===== src/rtl/gate_sweep_if.sv =====
// rtl/gate_sweep_if.sv - handshake and result bundle between the sweep controller and the gate set under test
interface gate_sweep_if;
    logic        start;
    logic        a_out;
    logic        b_out;
    logic [6:0]  g_in;
    logic        busy;
    logic        done;
    logic [27:0] table_out;
    logic        pass;
    logic [6:0]  fail_mask;

    modport master (
        input  start,
        input  g_in,
        output a_out,
        output b_out,
        output busy,
        output done,
        output table_out,
        output pass,
        output fail_mask
    );

    modport slave (
        output start,
        output g_in,
        input  a_out,
        input  b_out,
        input  busy,
        input  done,
        input  table_out,
        input  pass,
        input  fail_mask
    );
endinterface


===== src/rtl/gate_sweep_ctrl.sv =====
// rtl/gate_sweep_ctrl.sv - drives all four {a,b} combos into a shared gate set and captures the truth table
// Optional golden-value checking is built when GATE_SWEEP_CHECK_EN is defined.
module gate_sweep_ctrl #(
    parameter int SETTLE_CYCLES = 2
) (
    input  logic         clk,
    input  logic         rst,
    gate_sweep_if.master bus
);

    typedef enum logic [2:0] {
        S_IDLE,
        S_DRIVE,
        S_SETTLE,
        S_SAMPLE,
        S_DONE
    } state_t;

    // Last settle count value; unused when SETTLE_CYCLES is 0 since DRIVE skips SETTLE.
    localparam logic [3:0] SETTLE_LAST = (SETTLE_CYCLES > 0) ? 4'(SETTLE_CYCLES - 1) : 4'd0;

    state_t      state;
    state_t      state_nx;
    logic [1:0]  combo;
    logic [3:0]  settle_cnt;
    logic [27:0] table_q;
    logic        accept;

    assign accept = (state == S_IDLE) && bus.start;

    always_ff @(posedge clk) begin
        if (rst) begin
            state <= S_IDLE;
        end else begin
            state <= state_nx;
        end
    end

    always_comb begin
        state_nx = state;
        case (state)
            S_IDLE: begin
                if (bus.start) begin
                    state_nx = S_DRIVE;
                end
            end
            S_DRIVE: begin
                state_nx = (SETTLE_CYCLES == 0) ? S_SAMPLE : S_SETTLE;
            end
            S_SETTLE: begin
                if (settle_cnt == SETTLE_LAST) begin
                    state_nx = S_SAMPLE;
                end
            end
            S_SAMPLE: begin
                state_nx = (combo == 2'd3) ? S_DONE : S_DRIVE;
            end
            S_DONE: begin
                state_nx = S_IDLE;
            end
            default: begin
                state_nx = S_IDLE;
            end
        endcase
    end

    always_comb begin
        bus.busy  = 1'b0;
        bus.done  = 1'b0;
        bus.a_out = 1'b0;
        bus.b_out = 1'b0;
        case (state)
            S_DRIVE, S_SETTLE, S_SAMPLE: begin
                bus.busy  = 1'b1;
                bus.a_out = combo[1];
                bus.b_out = combo[0];
            end
            S_DONE: begin
                bus.done = 1'b1;
            end
            default: begin
                bus.busy = 1'b0;
            end
        endcase
    end

    // Combo index stops at 3 so the DONE cycle still reflects the last combo swept.
    always_ff @(posedge clk) begin
        if (rst) begin
            combo      <= 2'd0;
            settle_cnt <= 4'd0;
            table_q    <= 28'd0;
        end else begin
            case (state)
                S_IDLE: begin
                    if (bus.start) begin
                        combo      <= 2'd0;
                        settle_cnt <= 4'd0;
                        table_q    <= 28'd0;
                    end
                end
                S_DRIVE: begin
                    settle_cnt <= 4'd0;
                end
                S_SETTLE: begin
                    settle_cnt <= settle_cnt + 4'd1;
                end
                S_SAMPLE: begin
                    table_q[7*combo +: 7] <= bus.g_in;
                    if (combo != 2'd3) begin
                        combo <= combo + 2'd1;
                    end
                end
                default: begin
                    settle_cnt <= settle_cnt;
                end
            endcase
        end
    end

    assign bus.table_out = table_q;

`ifdef GATE_SWEEP_CHECK_EN
    logic [6:0] golden;
    logic [6:0] mism;
    logic [6:0] mask_q;
    logic       pass_q;

    // Bit order: XNOR XOR NOR NAND NOT(a) OR AND.
    always_comb begin
        golden = 7'b1011100;
        case (combo)
            2'd0: golden = 7'b1011100;
            2'd1: golden = 7'b0101110;
            2'd2: golden = 7'b0101010;
            2'd3: golden = 7'b1000011;
            default: golden = 7'b1011100;
        endcase
    end

    assign mism = bus.g_in ^ golden;

    // pass is resolved at the edge into DONE, folding in the final combo's mismatches.
    always_ff @(posedge clk) begin
        if (rst) begin
            mask_q <= 7'd0;
            pass_q <= 1'b0;
        end else if (accept) begin
            mask_q <= 7'd0;
            pass_q <= 1'b0;
        end else if (state == S_SAMPLE) begin
            mask_q <= mask_q | mism;
            if (combo == 2'd3) begin
                pass_q <= ((mask_q | mism) == 7'd0);
            end
        end
    end

    assign bus.fail_mask = mask_q;
    assign bus.pass      = pass_q;
`else
    assign bus.fail_mask = 7'd0;
    assign bus.pass      = 1'b0;
`endif

endmodule

===== src/flat_wrapper.sv =====
// flat-port wrapper written by rule: the top's interface ports become plain ports
module gate_sweep_ctrl_flat 
#(
    parameter int SETTLE_CYCLES = 2
)
  (clk, rst, bus_start, bus_g_in, bus_a_out, bus_b_out, bus_busy, bus_done, bus_table_out, bus_pass, bus_fail_mask);
  gate_sweep_if bus_i ();
  input  logic clk;
  input  logic rst;
  input wire logic [$bits(bus_i.start)-1:0] bus_start;
  input wire logic [$bits(bus_i.g_in)-1:0] bus_g_in;
  output wire logic [$bits(bus_i.a_out)-1:0] bus_a_out;
  output wire logic [$bits(bus_i.b_out)-1:0] bus_b_out;
  output wire logic [$bits(bus_i.busy)-1:0] bus_busy;
  output wire logic [$bits(bus_i.done)-1:0] bus_done;
  output wire logic [$bits(bus_i.table_out)-1:0] bus_table_out;
  output wire logic [$bits(bus_i.pass)-1:0] bus_pass;
  output wire logic [$bits(bus_i.fail_mask)-1:0] bus_fail_mask;
  assign bus_i.start = bus_start;
  assign bus_i.g_in = bus_g_in;
  assign bus_a_out = bus_i.a_out;
  assign bus_b_out = bus_i.b_out;
  assign bus_busy = bus_i.busy;
  assign bus_done = bus_i.done;
  assign bus_table_out = bus_i.table_out;
  assign bus_pass = bus_i.pass;
  assign bus_fail_mask = bus_i.fail_mask;
  gate_sweep_ctrl #(.SETTLE_CYCLES(SETTLE_CYCLES)) u_core (.clk(clk), .rst(rst), .bus(bus_i));
endmodule

===== config.mk =====
export PLATFORM = sky130hd
export DESIGN_NAME = gate_sweep_ctrl_flat
export DESIGN_NICKNAME = d
export VERILOG_FILES = /design/src/rtl/gate_sweep_if.sv /design/src/rtl/gate_sweep_ctrl.sv /design/src/flat_wrapper.sv
export SDC_FILE = /design/constraint.sdc
export NUM_CORES = 1
export LEC_CHECK = 0
export CORE_ASPECT_RATIO = 2
export CORE_MARGIN = 8
export CORE_UTILIZATION = 43
export DETAILED_ROUTE_END_ITERATION = 8
export PLACE_DENSITY = 0.78
export SYNTH_ARGS = -nofsm -noshare
export SYNTH_HDL_FRONTEND = slang
export SYNTH_SLANG_ARGS = --single-unit

===== constraint.sdc =====
create_clock -name clk -period 1.7 [get_ports clk]
set_input_delay 0.17 -clock clk [delete_from_list [all_inputs] [get_ports clk]]
set_output_delay 0.17 -clock clk [all_outputs]
set_load 0.05 [all_outputs]

==> impl_metrics.env, run 1 <==
export IMPL_status="complete, no violations"
export IMPL_clkSinkCount=37
export IMPL_slowest_stage="clkdlybuf4s50_1"
export IMPL_crit_required_ns=1.53
export IMPL_via_per_inst=5.25
export IMPL_layout_drive_gt1_share=0.170
export IMPL_fin_crit_ns=1.65
export IMPL_synth_largest_area_cell="dfxtp_1"
export IMPL_syn_area_per_cell_sq_um=9.26
export IMPL_final_setup_skew_ns=0.00564
export IMPL_r2r_start="u_core.combo[0]"
export IMPL_final_cell_mix="dfxtp_1, inv_1, clkdlybuf4s50_1"
export IMPL_critical_path_buf_inv_count=1
export IMPL_avgRoutedWirePerCell_um=15.6
export IMPL_grt_pass1_vias=1610
export IMPL_rr_endpoint="u_core.bus.table_out[26]"
export IMPL_r2r_cells=6
export IMPL_clkTransAtPathRegs_ns=0.07
export IMPL_grt_overflow=0
export IMPL_tritoncts="built"
export IMPL_arrival_ns=1.48
export IMPL_vdd_drop_max_uv=489
export IMPL_end_kind="output pin"
export IMPL_crit_end="bus_table_out[10]"
export IMPL_path_cells="clkdlybuf4s50_1"
export IMPL_drt_iter0_drc=33
export IMPL_post_place_ws_ns=0.0716
export IMPL_yosysUniqueCellTypes=39
export IMPL_ys_warn_count=0
export IMPL_drc_errors=0
export IMPL_diodes=0
export IMPL_p_leak_nw=0.880
export IMPL_grt_max_degree=24
export IMPL_first_pass_iters=4
export IMPL_antenna_left=0
export IMPL_die_x_um=62.2
export IMPL_track_usage=0.141
export IMPL_cts_root_buf="clkbuf_8"
export IMPL_critical_path_max_fanout=2
export IMPL_clk_latency_ns=0.29
export IMPL_fmax_ghz=0.606
export IMPL_die_h_um=108
export IMPL_start_kind="flip-flop"
export IMPL_vias=1569
export IMPL_final_nets=265
export IMPL_portBuffers=41
export IMPL_dp_hpwl_um=3690
export IMPL_place_area_sq_mm=0.00233
export IMPL_r2r_setup_slack_ns=0.17
export IMPL_slew_limit_headroom=0.650
export IMPL_rows=33
export IMPL_startpoint="u_core.bus.table_out[10]"
export IMPL_antenna_found_initial=0
export IMPL_critical_path_class="flip-flop to output pin"
export IMPL_period_share=0.971
export IMPL_crit_cells=1
export IMPL_tightest_slew_ns=0.524
export IMPL_synth_top_area_share=0.404
export IMPL_final_common_cell="dfxtp_1"
export IMPL_synthCells=198
export IMPL_critPathMaxStageDelay_ns=0.83
export IMPL_layout_setup_ws_ns=0.0494
export IMPL_grt_pass1_wl_um=7540
export IMPL_hold_violations=0
export IMPL_finalInstanceArea_sq_mm=0.00243
export IMPL_fin_util=0.594
export IMPL_synthesis_area_sq_mm=0.00183
export IMPL_tns_ns=0
export IMPL_cts_max_level=2
export IMPL_ios=50
export IMPL_synth_area_leaders="dfxtp_1, o32ai_1, inv_1"
export IMPL_max_cap_viol_count=0
export IMPL_place_congestion=0.853
export IMPL_postCtsHoldBufs=0
export IMPL_routed_wl_um=4670
export IMPL_ys_seq_elements=37
export IMPL_seq_area_frac_synth=0.404
export IMPL_die_area_sq_mm=0.00673
export IMPL_power_density_mw_per_mm2=746
export IMPL_setup_viol=0
export IMPL_syn2layout_area_growth_pct=32.6
export IMPL_cts_made_buffers=5
export IMPL_start_util=0.448
export IMPL_crit_family="buffers and inverters"
export IMPL_hold_ws_ns=0.464
export IMPL_dp_cells=292
export IMPL_cts_buffer_depth=2
export IMPL_rsz0062_at_grt="false"
export IMPL_power_total_mw=1.81
export IMPL_coreArea_sq_mm=0.00409
export IMPL_maxSlewViolCount=0
export IMPL_fin_cells=299
export IMPL_min_path_type="flip-flop to flip-flop"
[routing by layer]
metal / global-route usage / share of wire / up-vias
met5: 0 / 0 / -
met3: 0.0435 / 0.049 / 9
li1: - / - / 784
met2: 0.284 / 0.59 / 36
met4: 0.0790 / 0.026 / 0
met1: 0.116 / 0.34 / 740
[repair_timing]
item | 4_1_cts | 5_1_grt
resized for setup | 2 | 2
buffers inserted | 0 | 0
endpoints found under the setup margin | 4 | 5
gates cloned | 0 | 0
[power breakdown]
part | switching [mW] | internal [mW]
clock | 0.304 | 0.322
sequential | 0.0301 | 0.879
combinational | 0.177 | 0.101
total | 0.511 | 1.30
[synth_stat cells]
cell and number:
dfxtp_1 37, inv_1 29, o32ai_1 21, nand2_1 16
nand3_1 10, buf_4 8, ha_1 8, o2bb2ai_1 7
buf_2 6, nor3b_1 6, a21oi_4 4, nor2_1 4
nor3_1 4, and2_1 3, mux2i_1 3, o21bai_1 3
a21oi_1 2, a21oi_2 2, clkbuf_1 2, nor2b_1 2
o311ai_0 2, o31ai_1 2, a211oi_1 1, a21o_1 1
and3_1 1, and4_1 1, and4b_1 1, and4bb_2 1
buf_1 1, buf_6 1, clkinv_1 1, conb_1 1
nand3b_1 1, nand4b_1 1, nor4b_1 1, nor4bb_1 1
or3b_4 1, or4_4 1, xnor2_1 1
[registers in the layout, indices dropped and copies added, names as in the netlist]
signal                count
u_core.bus.table_out     28
u_core.settle_cnt         4
u_core.state              3
u_core.combo              2
[worst min-delay path by stage]
stage,startpoint,endpoint,slack (ns),cells past startpoint
5_1_grt,bus_g_in[2],u_core.bus.table_out[23],0.48,2
4_1_cts,u_core.bus.table_out[12],u_core.bus.table_out[12],0.47,2
3_3_place_gp,u_core.bus.table_out[27],u_core.bus.table_out[27],0.44,2
2_1_floorplan,bus_g_in[4],u_core.bus.table_out[11],0.29,1
3_5_place_dp,u_core.bus.table_out[12],u_core.bus.table_out[12],0.46,2
6_report,u_core.bus.table_out[23],u_core.bus.table_out[23],0.46,2
[cells by family (layout without fill, tap and decap cells)]
| logic type | Yosys count | after routing | synth area share |
|---|---|---|---|
| muxes | 3 | 3 | 0.0164 |
| and+or+nand+nor | 55 | 55 | 0.173 |
| adders and majority gates | 8 | 8 | 0.0546 |
| DFF | 37 | 37 | 0.404 |
| AOI/OAI and AO/OA | 45 | 45 | 0.223 |
| other | 1 | 8 | 0.00205 |
| buffers and inverters | 48 | 90 | 0.123 |
| xor gates and xnor gates | 1 | 1 | 0.00478 |
[cell type report]
cell class	instances	area, sq um
sequential	37	746
timing repair buffer	53	520
inverter	30	113
tap	52	65.1
clock buffer	7	86.3
fill	368	1660
multi-input combinational	120	900
(Power assumes the default switching activity.)
==> run 2: changes to the inputs <==
--- a/config.mk
+++ b/config.mk
@@ -5,11 +5,13 @@
 export SDC_FILE = /design/constraint.sdc
 export NUM_CORES = 1
 export LEC_CHECK = 0
+export CELL_PAD_IN_SITES_DETAIL_PLACEMENT = 1
+export CELL_PAD_IN_SITES_GLOBAL_PLACEMENT = 2
 export CORE_ASPECT_RATIO = 2
 export CORE_MARGIN = 8
-export CORE_UTILIZATION = 43
+export CORE_UTILIZATION = 25
 export DETAILED_ROUTE_END_ITERATION = 8
-export PLACE_DENSITY = 0.78
+export PLACE_DENSITY = 0.77
 export SYNTH_ARGS = -nofsm -noshare
 export SYNTH_HDL_FRONTEND = slang
 export SYNTH_SLANG_ARGS = --single-unit
==> run 2 against run 1 <==
  * Largest cell class unchanged
  * Non-clock buffer count is 6 higher
  * Combinational power grew 5%
  * Sequential share of layout area shrank 1.4 points
  * Utilization down 24 points
  * Die area is 56% higher
  * Flip-flop and latch count unchanged
  * Sequential power barely moved
  * Cell count rose by 16%
==> impl_metrics.env, run 2 (synthesis gave the netlist of run 1 again) <==
export IMPL_status="complete, no violations"
export IMPL_cts_setup_buffers=0
export IMPL_tritoncts="built"
export IMPL_critPathMaxStageDelay_ns=0.80
export IMPL_critical_path_buf_inv_count=1
export IMPL_setup_viol=0
export IMPL_hold_violations=0
export IMPL_end_kind="output pin"
export IMPL_clkTransAtPathRegs_ns=0.06
export IMPL_power_total_mw=2.09
export IMPL_final_nets=271
export IMPL_start_util=0.254
export IMPL_vdd_drop_max_uv=341
export IMPL_rows=44
export IMPL_clkPwrFrac=0.425
export IMPL_ctsResizeCount=2
export IMPL_ios=50
export IMPL_max_cap_viol_count=0
export IMPL_fin_crit_ns=1.59
export IMPL_maxSlewViolCount=0
export IMPL_coreArea_sq_mm=0.00721
export IMPL_whs_endpoint="u_core.bus.table_out[23]"
export IMPL_cts_root_buf="clkbuf_16"
export IMPL_postCtsHoldBufs=0
export IMPL_combPwrFrac=0.140
export IMPL_largest_reg_flops=28
export IMPL_clkSinkCount=37
export IMPL_r2r_start="u_core.combo[0]"
export IMPL_final_cell_mix="buf_4, dfxtp_1, inv_1"
export IMPL_final_common_cell="buf_4"
export IMPL_rr_endpoint="u_core.bus.table_out[5]"
export IMPL_busiest_layer="met2"
export IMPL_final_setup_skew_ns=0.00251
export IMPL_cts_max_level=2
export IMPL_cts_buffer_depth=2
export IMPL_seqPwrFrac=0.435
export IMPL_crit_required_ns=1.53
export IMPL_fill_cells=841
export IMPL_grt_pass1_wl_um=8900
export IMPL_via_per_inst=4.68
export IMPL_place_congestion=0.732
export IMPL_slowest_stage="clkdlybuf4s50_1"
export IMPL_place_area_sq_mm=0.00240
export IMPL_layout_drive_gt1_share=0.232
export IMPL_drc_errors=0
export IMPL_syn2layout_area_growth_pct=38.6
export IMPL_min_path_type="flip-flop to flip-flop"
export IMPL_diodes=0
export IMPL_critical_path_class="flip-flop to output pin"
export IMPL_dp_hpwl_um=4390
export IMPL_use_met2=0.222
export IMPL_antenna_left=0
export IMPL_avgRoutedWirePerCell_um=15.9
export IMPL_multi_input_area_sq_um=893
export IMPL_antenna_found_initial=0
export IMPL_crit_family="buffers and inverters"
export IMPL_start_kind="flip-flop"
export IMPL_period_share=0.934
export IMPL_finalInstanceArea_sq_mm=0.00254
export IMPL_cts_made_buffers=5
export IMPL_first_pass_iters=3
export IMPL_rsz0062_at_grt="false"
export IMPL_regArea_sq_um=743
export IMPL_use_met1=0.0878
export IMPL_swShare=0.271
export IMPL_power_switching_uw=567
export IMPL_arrival_ns=1.42
export IMPL_die_h_um=137
export IMPL_grt_max_degree=20
export IMPL_min_path_cells=2
export IMPL_r2r_setup_slack_ns=0.13
export IMPL_die_area_sq_mm=0.0105
export IMPL_portBuffers=41
export IMPL_path_cells="clkdlybuf4s50_1"
export IMPL_r2r_cells=6
export IMPL_power_density_mw_per_mm2=823
export IMPL_fmax_ghz=0.630
export IMPL_critical_path_max_fanout=2
export IMPL_p_leak_nw=0.955
export IMPL_use_met3=0.0276
export IMPL_die_x_um=76.5
export IMPL_worstHoldStart="u_core.bus.table_out[23]"
export IMPL_clk_latency_ns=0.28
export IMPL_grt_pass1_vias=1814
export IMPL_drt_iter0_drc=48
export IMPL_track_usage=0.110
export IMPL_grt_overflow=0
export IMPL_routed_wl_um=5520
export IMPL_vias=1619
export IMPL_p_int_mw=1.53
-- run 2: changes by cell type in the layout (fill, tap and decap cells not counted) --
cell | before | now
buf_4 | 20 | 37
clkbuf_16 | 0 | 5
clkbuf_8 | 6 | 0
clkdlybuf4s50_1 | 29 | 18
clkinv_2 | 0 | 2
dfxtp_2 | 1 | 2
dfxtp_4 | 1 | 0
nor4b_1 | 0 | 1
nor4b_2 | 1 | 0
-- run 2: stage by stage --
step,hold slack (ns),cells,setup TNS [ns],util,setup slack (ns)
after global placement,0.451,338,0,0.333,0.0807
after detailed placement,0.458,338,0,0.333,0.0379
after CTS,0.468,346,0,0.352,0.0914
final,0.464,346,0,0.352,0.112
after global routing,0.490,346,0,0.352,0.00558
after floorplan,0.287,205,-0.598,-,-0.299
-- run 2: worst max-delay path by stage --
stage	startpoint	end	slack (ns)	cells past startpoint
2_1_floorplan	u_core.state[1]	bus_a_out	-0.30	4
3_5_place_dp	bus_start	u_core.combo[1]	0.04	4
3_3_place_gp	u_core.state[1]	u_core.bus.table_out[11]	0.08	3
6_report	u_core.bus.table_out[22]	bus_table_out[22]	0.11	1
4_1_cts	u_core.bus.table_out[22]	bus_table_out[22]	0.09	1
5_1_grt	u_core.combo[0]	u_core.bus.table_out[4]	0.006	6
-- run 2: final cells by class --
type / instances / area share
multi-input cells: 120 / 0.352
flip-flops and latches: 37 / 0.292
clock buffers: 6 / 0.0507
well taps: 92 / 0.0453
repair buffers: 59 / 0.212
inverters: 30 / 0.0443
clock inverters: 2 / 0.00394
-- run 2: routing by layer --
metal | routed length (um) | part of all wire
met5 | 0 | 0
met4 | 199 | 0.036
met3 | 229 | 0.042
met2 | 3240 | 0.59
met1 | 1850 | 0.34
-- run 2: power by group through the flow --
stage | Combinational, mW | Clock, mW | Sequential [mW]
floorplan | 0.216 | 0 | 0.914
global placement | 0.292 | 0 | 0.928
detailed placement | 0.295 | 0 | 0.928
CTS | 0.296 | 0.911 | 0.911
global route | 0.317 | 0.954 | 0.913
finish | 0.293 | 0.889 | 0.910
==> run 3: changes to the inputs <==
--- a/config.mk
+++ b/config.mk
@@ -12,6 +12,7 @@
 export CORE_UTILIZATION = 25
 export DETAILED_ROUTE_END_ITERATION = 8
 export PLACE_DENSITY = 0.77
+export SKIP_LAST_GASP = 1
 export SYNTH_ARGS = -nofsm -noshare
 export SYNTH_HDL_FRONTEND = slang
 export SYNTH_SLANG_ARGS = --single-unit
==> results of run 3 <==
Same layout as run 2: the final DEF is identical, and so are final timing and power.
==> patch, RTL diff (flow settings as in run 3) <==
Build with the macro `GATE_SWEEP_CHECK_EN` defined.
--- a/src/rtl/gate_sweep_ctrl.sv
+++ b/src/rtl/gate_sweep_ctrl.sv
@@ -1,5 +1,7 @@
 // rtl/gate_sweep_ctrl.sv - drives all four {a,b} combos into a shared gate set and captures the truth table
 // Optional golden-value checking is built when GATE_SWEEP_CHECK_EN is defined.
+`define GATE_SWEEP_CHECK_EN
+
 module gate_sweep_ctrl #(
     parameter int SETTLE_CYCLES = 2
 ) (
Check against the original RTL: not equivalent (Yosys sat finds a counterexample within 10 cycles, from zero or initial values and one cycle with rst high).
==> patch against run 3 <==
  * Sequential cell count grew 8
  * Wire length is 15% higher
  * Worst hold slack better by 0.014 ns
  * Critical path depth is the same
  * Final area rose by 14%
  * Worst setup slack worse by 0.048 ns
  * Power grew 20%
  * First-iteration DRC count up 17%
  * Synthesized area up 8.9%
==> patch: results (changes against run 3) <==
power:
  leakagePower_nw: 1.18  # +24%
  ir_worst_vdd_mv: 0.408  # +20%
logic_synthesis:
  synth_compound_area_share_pct: 18.5  # -3.8 points
  synth_area_per_cell_um2: 9.64  # +4.1%
  synth_common_cells: "dfxtp_1 (45), nor2_1 (37), a22o_1 (14), a22oi_1 (14), a21oi_1 (12)"
  synth-xor-area-share_pct: 3.95  # +3.5 points
  synth_fa_ha_area_share_pct: 6.27  # +0.81 points
layout:
  finalNetCount: 299  # +10%
  drive_gt1_share_pct: 28.9  # +5.7 points
placed_design:
  dp_hpwl_um: 4850  # +11%
  place_inst: 365  # +8.0%
  postPlaceCellArea_um2: 2700  # +13%
  port_buffers: 49  # +20%
  place_congestion: 0.804  # +9.8%
detailed_routing:
  first_pass_iters: 4  # +1
  drtIter0Drc: 56  # +17%
  via_count: 1800  # +11%
  totalWireLength_um: 6330  # +15%
  via_per_inst: 4.79  # +2.3%
global_routing:
  grt_usage_pct: 11.5  # +0.58 points
  grt_pass1_wl_um: 10100  # +13%
  grt_pass1_vias: 1924  # +6.1%
worst_setup_path:
  worstPathArrival_ns: 1.47  # +0.05 ns
  slowest_delay_ns: 0.82  # +0.02 ns
sta:
  clock_skew_ns: 0.00558  # +0.00307 ns
run_status:
  status: "finished clean"
patch: changes by cell type in the layout (fill, tap and decap cells not counted), sizes merged, moves of 5 or more:
cell | run 3 | this run
nor2 | 4 | 38
inv | 29 | 7
o32ai | 21 | 0
a22o | 0 | 14
a22oi | 0 | 14
buf | 41 | 55
nand2 | 16 | 3
conb | 8 | 0
dfxtp | 37 | 45
a21oi | 8 | 15
o2bb2ai | 7 | 0
nor3b | 6 | 0
nor4 | 0 | 5
patch: cell families after synthesis:
logic type / after synthesis
buffers and inverters: 17
AOI/OAI and AO/OA: 49
muxes: 1
adders and majority gates: 10
DFF: 45
xor gates and xnor gates: 9
and+or+nand+nor: 76
patch: through the flow:
stage / worst slack [ns] / util (%)
finish: 0.0642 / 37.1
global route: -0.0189 / 37.1
detailed placement: -0.108 / 34.5
floorplan: -0.189 / -
CTS: 0.0127 / 36.9
global placement: -0.0923 / 34.5
patch: layout make-up:
| cell class | instances | area (um2) | area share [%] |
|---|---|---|---|
| Clock buffer | 5 | 125 | 4.31 |
| Inverter | 6 | 22.5 | 0.776 |
| Tap cell | 96 | 120 | 4.14 |
| Timing Repair Buffer | 76 | 677 | 23.3 |
| Multi-Input combinational cell | 145 | 1030 | 35.6 |
| Sequential cell | 45 | 901 | 31.0 |
| Clock inverter | 3 | 25.0 | 0.862 |
patch: worst paths after layout:
kind | slack (ns) | cells past startpoint | from | to
worst max-delay path | 0.06 | 1 | u_core.bus.table_out[17] | bus_table_out[17]
worst min-delay path | 0.48 | 1 | u_core.bus.table_out[6] | u_core.bus.table_out[6]
worst max register to register | 0.10 | 8 | u_core.combo[1] | u_core.bus.pass
worst min register to register | 0.48 | 1 | u_core.bus.table_out[6] | u_core.bus.table_out[6]
patch: per-layer routing:
layer	part of all wire (%)	track usage, %	vias up
met4	2.1	5.31	0
met2	49	19.2	54
met1	41	12.7	859
met3	7.5	3.99	10
li1	-	-	877
met5	0	0	-
patch: report_power, final:
group          internal (mW)  switching [mW]  leakage (nW)  total [mW]
logic                  0.176           0.245         0.751       0.421
clock network          0.552           0.437        0.0704       0.989
registers               1.08          0.0216         0.363        1.10
total                   1.81           0.704          1.18        2.51
patch: repair_timing:
item,4_1_cts,5_1_grt
gates resized for setup,2,6
endpoints found under the setup margin,24,21
buffers inserted,3,0
pin swaps,3,3
